### config.mk
export PLATFORM = sky130hd
export DESIGN_NAME = module_keypad_entry_ctrl_flat
export DESIGN_NICKNAME = d
export VERILOG_FILES = /design/src/rtl/keypad_entry_pkg.sv /design/src/rtl/module_keypad_entry_ctrl_if.sv /design/src/rtl/module_entry_timer.sv /design/src/rtl/module_keypad_entry_ctrl.sv /design/src/flat_wrapper.sv
export SDC_FILE = /design/constraint.sdc
export NUM_CORES = 1
export LEC_CHECK = 0
export CORE_MARGIN = 3
export CORE_UTILIZATION = 45
export CTS_CLUSTER_SIZE = 12
export DETAILED_ROUTE_END_ITERATION = 10
export GPL_TIMING_DRIVEN = 1
export PLACE_DENSITY = 0.78
export SYNTH_ARGS = -nofsm -noshare
export SYNTH_HDL_FRONTEND = slang
export SYNTH_SLANG_ARGS = --single-unit
### constraint.sdc
create_clock -name clk -period 2.2 [get_ports clk]
set_clock_uncertainty 0.15 [all_clocks]
set_input_delay 0.66 -clock clk [delete_from_list [all_inputs] [get_ports clk]]
set_output_delay 0.66 -clock clk [all_outputs]
set_load 0.01 [all_outputs]
### src/rtl/keypad_entry_pkg.sv
// Shared types and key constants for the keypad entry controller.
package keypad_entry_pkg;

   typedef enum logic [1:0] {
      S_IDLE,
      S_WR_D,
      S_WR_U,
      S_RDY
   } state_t;

   localparam logic [3:0] KEY_CLEAR = 4'hA;
   localparam logic [3:0] KEY_ENTER = 4'hB;

   function automatic logic is_digit(input logic [3:0] code);
      return code <= 4'd9;
   endfunction

endpackage

### src/rtl/module_keypad_entry_ctrl_if.sv
// Key-event input and capture-register strobe bundle of the keypad entry controller.
interface module_keypad_entry_ctrl_if;

   logic       key_valid;
   logic [3:0] key_code;
   logic [3:0] tecla_d;
   logic       load_d;
   logic       load_u;
   logic       rdy;
   logic       busy;
   logic       err;
   logic [1:0] digit_cnt;

   modport master (
      input  key_valid, key_code,
      output tecla_d, load_d, load_u, rdy, busy, err, digit_cnt
   );

   modport slave (
      output key_valid, key_code,
      input  tecla_d, load_d, load_u, rdy, busy, err, digit_cnt
   );

endinterface

### src/rtl/module_entry_timer.sv
// Idle timeout for a partially typed entry: 25-bit down-counter, expire is the terminal count.
module module_entry_timer #(
   parameter int unsigned TIMEOUT_CYCLES = 27_000_000
) (
   input  logic clk,
   input  logic rst,
   input  logic clear,
   input  logic enable,
   output logic expire
);

   localparam logic [24:0] LAST = 25'(TIMEOUT_CYCLES - 1);

   logic [24:0] remain;

   assign expire = enable && (remain == 25'd0);

   // Reload on expiry as well, so a discarded timeout restarts a full period.
   always_ff @(posedge clk) begin
      if (rst) begin
         remain <= LAST;
      end else if (clear || expire) begin
         remain <= LAST;
      end else if (enable) begin
         remain <= remain - 25'd1;
      end
   end

endmodule

### src/rtl/module_keypad_entry_ctrl.sv
// Keypad entry controller: turns key events into tens/units/publish strobes for the capture register.
// Optional idle auto-clear enabled by defining ENTRY_TIMEOUT_EN.
//
// state  | meaning
// S_IDLE | waiting for a key; only state that accepts key_valid
// S_WR_D | load_d strobe, tecla_d carries the new tens digit
// S_WR_U | load_u strobe, tecla_d carries the new units digit
// S_RDY  | rdy strobe, capture register publishes {dec,uni}
module module_keypad_entry_ctrl
   import keypad_entry_pkg::*;
#(
   parameter logic [3:0]  CLEAR_CODE     = KEY_CLEAR,
   parameter logic [3:0]  ENTER_CODE     = KEY_ENTER,
   parameter int unsigned TIMEOUT_CYCLES = 27_000_000
) (
   input  logic                       clk,
   input  logic                       rst,
   module_keypad_entry_ctrl_if.master bus
);

   if (TIMEOUT_CYCLES < 2) begin : g_bad_timeout
      $error("TIMEOUT_CYCLES must be at least 2");
   end

   state_t     state;
   logic [3:0] lo_digit;
   logic       expire;
   logic       is_clr;
   logic       is_ent;
   logic       is_dig;
   logic       do_clear;

   assign is_clr = (bus.key_code == CLEAR_CODE);
   assign is_ent = (bus.key_code == ENTER_CODE);
   assign is_dig = is_digit(bus.key_code) && !is_clr && !is_ent;

   // A key in the same cycle as a timeout takes priority over it.
   assign do_clear = bus.key_valid ? is_clr : expire;

`ifdef ENTRY_TIMEOUT_EN
   logic key_acc;
   logic tmr_en;

   assign key_acc = bus.key_valid && (state == S_IDLE) &&
                    (is_clr || (is_ent && bus.digit_cnt != 2'd0) ||
                     (is_dig && bus.digit_cnt != 2'd2));
   assign tmr_en  = (state == S_IDLE) && (bus.digit_cnt != 2'd0);

   module_entry_timer #(
      .TIMEOUT_CYCLES(TIMEOUT_CYCLES)
   ) u_timer (
      .clk    (clk),
      .rst    (rst),
      .clear  (key_acc),
      .enable (tmr_en),
      .expire (expire)
   );
`else
   assign expire = 1'b0;
`endif

   always_ff @(posedge clk) begin
      if (rst) begin
         state         <= S_IDLE;
         lo_digit      <= 4'd0;
         bus.tecla_d   <= 4'd0;
         bus.load_d    <= 1'b0;
         bus.load_u    <= 1'b0;
         bus.rdy       <= 1'b0;
         bus.busy      <= 1'b0;
         bus.err       <= 1'b0;
         bus.digit_cnt <= 2'd0;
      end else begin
         bus.load_d <= 1'b0;
         bus.load_u <= 1'b0;
         bus.rdy    <= 1'b0;
         bus.err    <= 1'b0;
         case (state)
            S_IDLE: begin
               if (do_clear && (state == S_IDLE)) begin
                  bus.tecla_d   <= 4'd0;
                  bus.load_d    <= 1'b1;
                  lo_digit      <= 4'd0;
                  bus.digit_cnt <= 2'd0;
                  bus.busy      <= 1'b1;
                  state         <= S_WR_D;
               end else if (bus.key_valid && is_ent) begin
                  if (bus.digit_cnt != 2'd0) begin
                     bus.rdy       <= 1'b1;
                     bus.digit_cnt <= 2'd0;
                     lo_digit      <= 4'd0;
                     bus.busy      <= 1'b1;
                     state         <= S_RDY;
                  end else begin
                     bus.err <= 1'b1;
                  end
               end else if (bus.key_valid && is_dig) begin
                  if (bus.digit_cnt == 2'd2) begin
                     bus.err <= 1'b1;
                  end else begin
                     // Right-justify: the previous units digit moves up to tens.
                     bus.tecla_d   <= (bus.digit_cnt == 2'd0) ? 4'd0 : lo_digit;
                     bus.load_d    <= 1'b1;
                     lo_digit      <= bus.key_code;
                     bus.digit_cnt <= bus.digit_cnt + 2'd1;
                     bus.busy      <= 1'b1;
                     state         <= S_WR_D;
                  end
               end else if (bus.key_valid) begin
                  bus.err <= 1'b1;
               end
            end
            S_WR_D: begin
               bus.tecla_d <= lo_digit;
               bus.load_u  <= 1'b1;
               state       <= S_WR_U;
            end
            S_WR_U: begin
               bus.busy <= 1'b0;
               state    <= S_IDLE;
            end
            S_RDY: begin
               bus.busy <= 1'b0;
               state    <= S_IDLE;
            end
            default: begin
               bus.busy <= 1'b0;
               state    <= S_IDLE;
            end
         endcase
      end
   end

endmodule

### src/flat_wrapper.sv
// flat-port wrapper written by rule: the top's interface ports become plain ports
module module_keypad_entry_ctrl_flat import keypad_entry_pkg::*;
#(
   parameter logic [3:0]  CLEAR_CODE     = KEY_CLEAR,
   parameter logic [3:0]  ENTER_CODE     = KEY_ENTER,
   parameter int unsigned TIMEOUT_CYCLES = 27_000_000
)
  (clk, rst, bus_key_valid, bus_key_code, bus_tecla_d, bus_load_d, bus_load_u, bus_rdy, bus_busy, bus_err, bus_digit_cnt);
  module_keypad_entry_ctrl_if bus_i ();
  input  logic clk;
  input  logic rst;
  input wire logic [$bits(bus_i.key_valid)-1:0] bus_key_valid;
  input wire logic [$bits(bus_i.key_code)-1:0] bus_key_code;
  output wire logic [$bits(bus_i.tecla_d)-1:0] bus_tecla_d;
  output wire logic [$bits(bus_i.load_d)-1:0] bus_load_d;
  output wire logic [$bits(bus_i.load_u)-1:0] bus_load_u;
  output wire logic [$bits(bus_i.rdy)-1:0] bus_rdy;
  output wire logic [$bits(bus_i.busy)-1:0] bus_busy;
  output wire logic [$bits(bus_i.err)-1:0] bus_err;
  output wire logic [$bits(bus_i.digit_cnt)-1:0] bus_digit_cnt;
  assign bus_i.key_valid = bus_key_valid;
  assign bus_i.key_code = bus_key_code;
  assign bus_tecla_d = bus_i.tecla_d;
  assign bus_load_d = bus_i.load_d;
  assign bus_load_u = bus_i.load_u;
  assign bus_rdy = bus_i.rdy;
  assign bus_busy = bus_i.busy;
  assign bus_err = bus_i.err;
  assign bus_digit_cnt = bus_i.digit_cnt;
  module_keypad_entry_ctrl #(.CLEAR_CODE(CLEAR_CODE), .ENTER_CODE(ENTER_CODE), .TIMEOUT_CYCLES(TIMEOUT_CYCLES)) u_core (.clk(clk), .rst(rst), .bus(bus_i));
endmodule
==> results.sh <==
export IMPL_path_clk_slew_ps=100
export IMPL_antenna_left=0
export IMPL_tns_ps=0
export IMPL_power_uw=611
export IMPL_slew_violations=0
export IMPL_clock_path_buffers=2
export IMPL_antenna_cells=0
export IMPL_synth_net_count=75
export IMPL_port_buffers=17
export IMPL_path_max_fanout=6
export IMPL_synth_common_cells="dfxtp_1, a22o_1, nor2_1"
export IMPL_vias=562
export IMPL_cts_buffers=3
export IMPL_max_slew_margin=0.662
export IMPL_start_util=0.501
export IMPL_synthArstFlopShare=0
export IMPL_fp_dieW_microns=45
export IMPL_hold_path_class="reg2reg"
export IMPL_arrival_ps=2210
export IMPL_whs_endpoint="u_core.bus.tecla_d[0]$_SDFFE_PP0P_"
export IMPL_grt_overflow_total=0
export IMPL_syn_inst=66
export IMPL_p_leak_uw=0.000363
export IMPL_ys_flop_type="dfxtp_1"
export IMPL_rr_worst_depth=6
export IMPL_avgRoutedWirePerCell_microns=14.4
export IMPL_syn_cell_area_sq_um=684
export IMPL_power_density_nw_per_um2=654
export IMPL_yosys_area_share_simple=0.170
export IMPL_htree_num_levels=1
export IMPL_synth_fa_ha_area_frac=0.0366
export IMPL_first_global_vias=564
export IMPL_drc=0
export IMPL_synth_compound_area_frac=0.245
export IMPL_hold_viol_final=0
export IMPL_track_usage=0.182
export IMPL_synth_most_common_cell="dfxtp_1"
export IMPL_critical_path_class="in2reg"
export IMPL_grt_max_degree=11
export IMPL_cts_tree="done"
export IMPL_core_sq_um=1370
export IMPL_startpoint_type="primary input"
export IMPL_setup_viol=0
export IMPL_period_share=0.960
export IMPL_yosysSeqAreaShare=0.497
export IMPL_min_delay_start="u_core.bus.tecla_d[0]$_SDFFE_PP0P_"
export IMPL_synth_edf_count=0
export IMPL_status="completed"
export IMPL_dp_slack_ps=-155
export IMPL_place_hpwl_microns=1100
export IMPL_holdPathStages=1
export IMPL_first_pass_iters=4
export IMPL_yosysTopAreaCell="dfxtp_1"
export IMPL_cp_end_kind="register"
export IMPL_synthXorXnorAreaFrac=0
export IMPL_place_area_sq_um=906
export IMPL_grt_first_pass_wirelength_microns=2560
export IMPL_ys_ff_latch=17
export IMPL_antenna_found_initial=0
export IMPL_fin_ws_ps=86.9
export IMPL_vdd_drop_max_uv=510
export IMPL_die_y_microns=45
export IMPL_r2r_end="u_core.bus.digit_cnt[0]$_SDFFE_PP0P_"
export IMPL_rows=13
export IMPL_required_ps=2290
export IMPL_synthToLayoutAreaGrowth_pct=36.4
export IMPL_dieArea_sq_um=2030
export IMPL_place_congestion=0.868
export IMPL_ys_warn_count=0
export IMPL_avgSynthCellArea_sq_um=10.4
export IMPL_cts_sinks=17
export IMPL_root_buffer="clkbuf_4"
export IMPL_worst_pin_slew_ps=503
export IMPL_yosysTopAreaCellShare=0.497
export IMPL_rsz0062_at_grt="false"
export IMPL_insertion_delay_ps=290
export IMPL_finalCriticalPeriod_ps=2110
export IMPL_post_cts_setup_buffers=0
export IMPL_boundaryPins=18
export IMPL_holdBufCountCts=0
export IMPL_fmax_mhz=473
export IMPL_synth_mux_area_fraction=0.0165
export IMPL_cap_violations=0
export IMPL_layout_drive_gt1_share=0.165
export IMPL_synthDistinctLibCells=25
export IMPL_nNetsFinal=101
export IMPL_fin_hold_ws_ps=333
export IMPL_synth_area_leaders="dfxtp_1, a22o_1, o41ai_4"
export IMPL_synth_top_family_by_area="compound AO/OA/AOI/OAI gates"
export IMPL_stdcell_area_sq_um=933
export IMPL_reg2reg_from="u_core.bus.digit_cnt[0]$_SDFFE_PP0P_"
export IMPL_drt_iter0_drc=7
export IMPL_drt_vias_per_instance=5.30
export IMPL_reg2reg_slack_ps=440
export IMPL_cts_resized=0
export IMPL_finalWirelength_microns=1520
==> layout by cell type (no fill, tap or decap), types with 2 or more instances in the layout <==
cell,n
nor2_1,7
ha_1,2
nor2b_1,3
a22o_1,9
clkdlybuf4s50_1,17
nand3_1,2
dfxtp_1,17
nand2_1,3
nor3_1,2
inv_1,5
clkbuf_4,3
buf_4,5
==> area by class of cell <==
cell class              instances  area (sq um)
inverters                       5          18.8
well taps                      15          18.8
flip-flops and latches         17           340
clock inverters                 1          5.00
fillers                       126           433
repair buffers                 22           208
clock buffers                   3          22.5
multi-input cells              43           320
==> through the flow <==
stage / util / cells
floorplan: - / 66
global placement: 0.663 / 102
detailed placement: 0.663 / 102
CTS: 0.683 / 106
global route: 0.683 / 106
finish: 0.683 / 106
==> logic make-up after synthesis <==
kind of cell | Yosys count
AOI/OAI and AO/OA | 18
and+or+nand+nor | 22
muxes | 1
adders and majority gates | 2
DFF | 17
buffers and inverters | 6
==> worst max-delay path, cell delays in order <==
cell,delay [ps]
clkdlybuf4s50_1,480
o21ai_2,190
and2_4,200
nor2b_1,430
mux2_2,240
==> layer usage <==
metal / vias up / wire length (microns) / share of wire / GRT usage
met2: 13 / 734 / 0.48 / 0.288
met5: - / 0 / 0 / 0
met4: 0 / 19 / 0.012 / 0.0819
met1: 256 / 696 / 0.46 / 0.210
li1: 289 / - / - / -
met3: 4 / 74 / 0.049 / 0.0797
==> where the power goes <==
part | switching [uW] | internal, uW | total, uW
registers | 10.5 | 323 | 334
clock network | 98.5 | 67.7 | 166
logic | 52.7 | 57.9 | 111
==> state kept, by name, indices dropped and copies added, names as in the netlist <==
register              count
u_core.bus.busy           1
u_core.bus.digit_cnt      2
u_core.bus.err            1
u_core.bus.load_d         1
u_core.bus.load_u         1
u_core.bus.rdy            1
u_core.bus.tecla_d        4
u_core.lo_digit           4
u_core.state              2
==> how the worst max path moves through the flow <==
stage                                    startpoint                                   end  depth (start not counted)
2_1_floorplan                                   rst  u_core.bus.digit_cnt[0]$_SDFFE_PP0P_                          5
5_1_grt                             bus_key_code[1]  u_core.bus.digit_cnt[0]$_SDFFE_PP0P_                          5
3_3_place_gp                        bus_key_code[1]  u_core.bus.digit_cnt[0]$_SDFFE_PP0P_                          5
6_report                            bus_key_code[1]  u_core.bus.digit_cnt[0]$_SDFFE_PP0P_                          5
3_5_place_dp                        bus_key_code[1]  u_core.bus.digit_cnt[0]$_SDFFE_PP0P_                          5
4_1_cts        u_core.bus.digit_cnt[1]$_SDFFE_PP0P_                      bus_digit_cnt[1]                          1
Note: power is estimated with default switching activity, not from simulation.
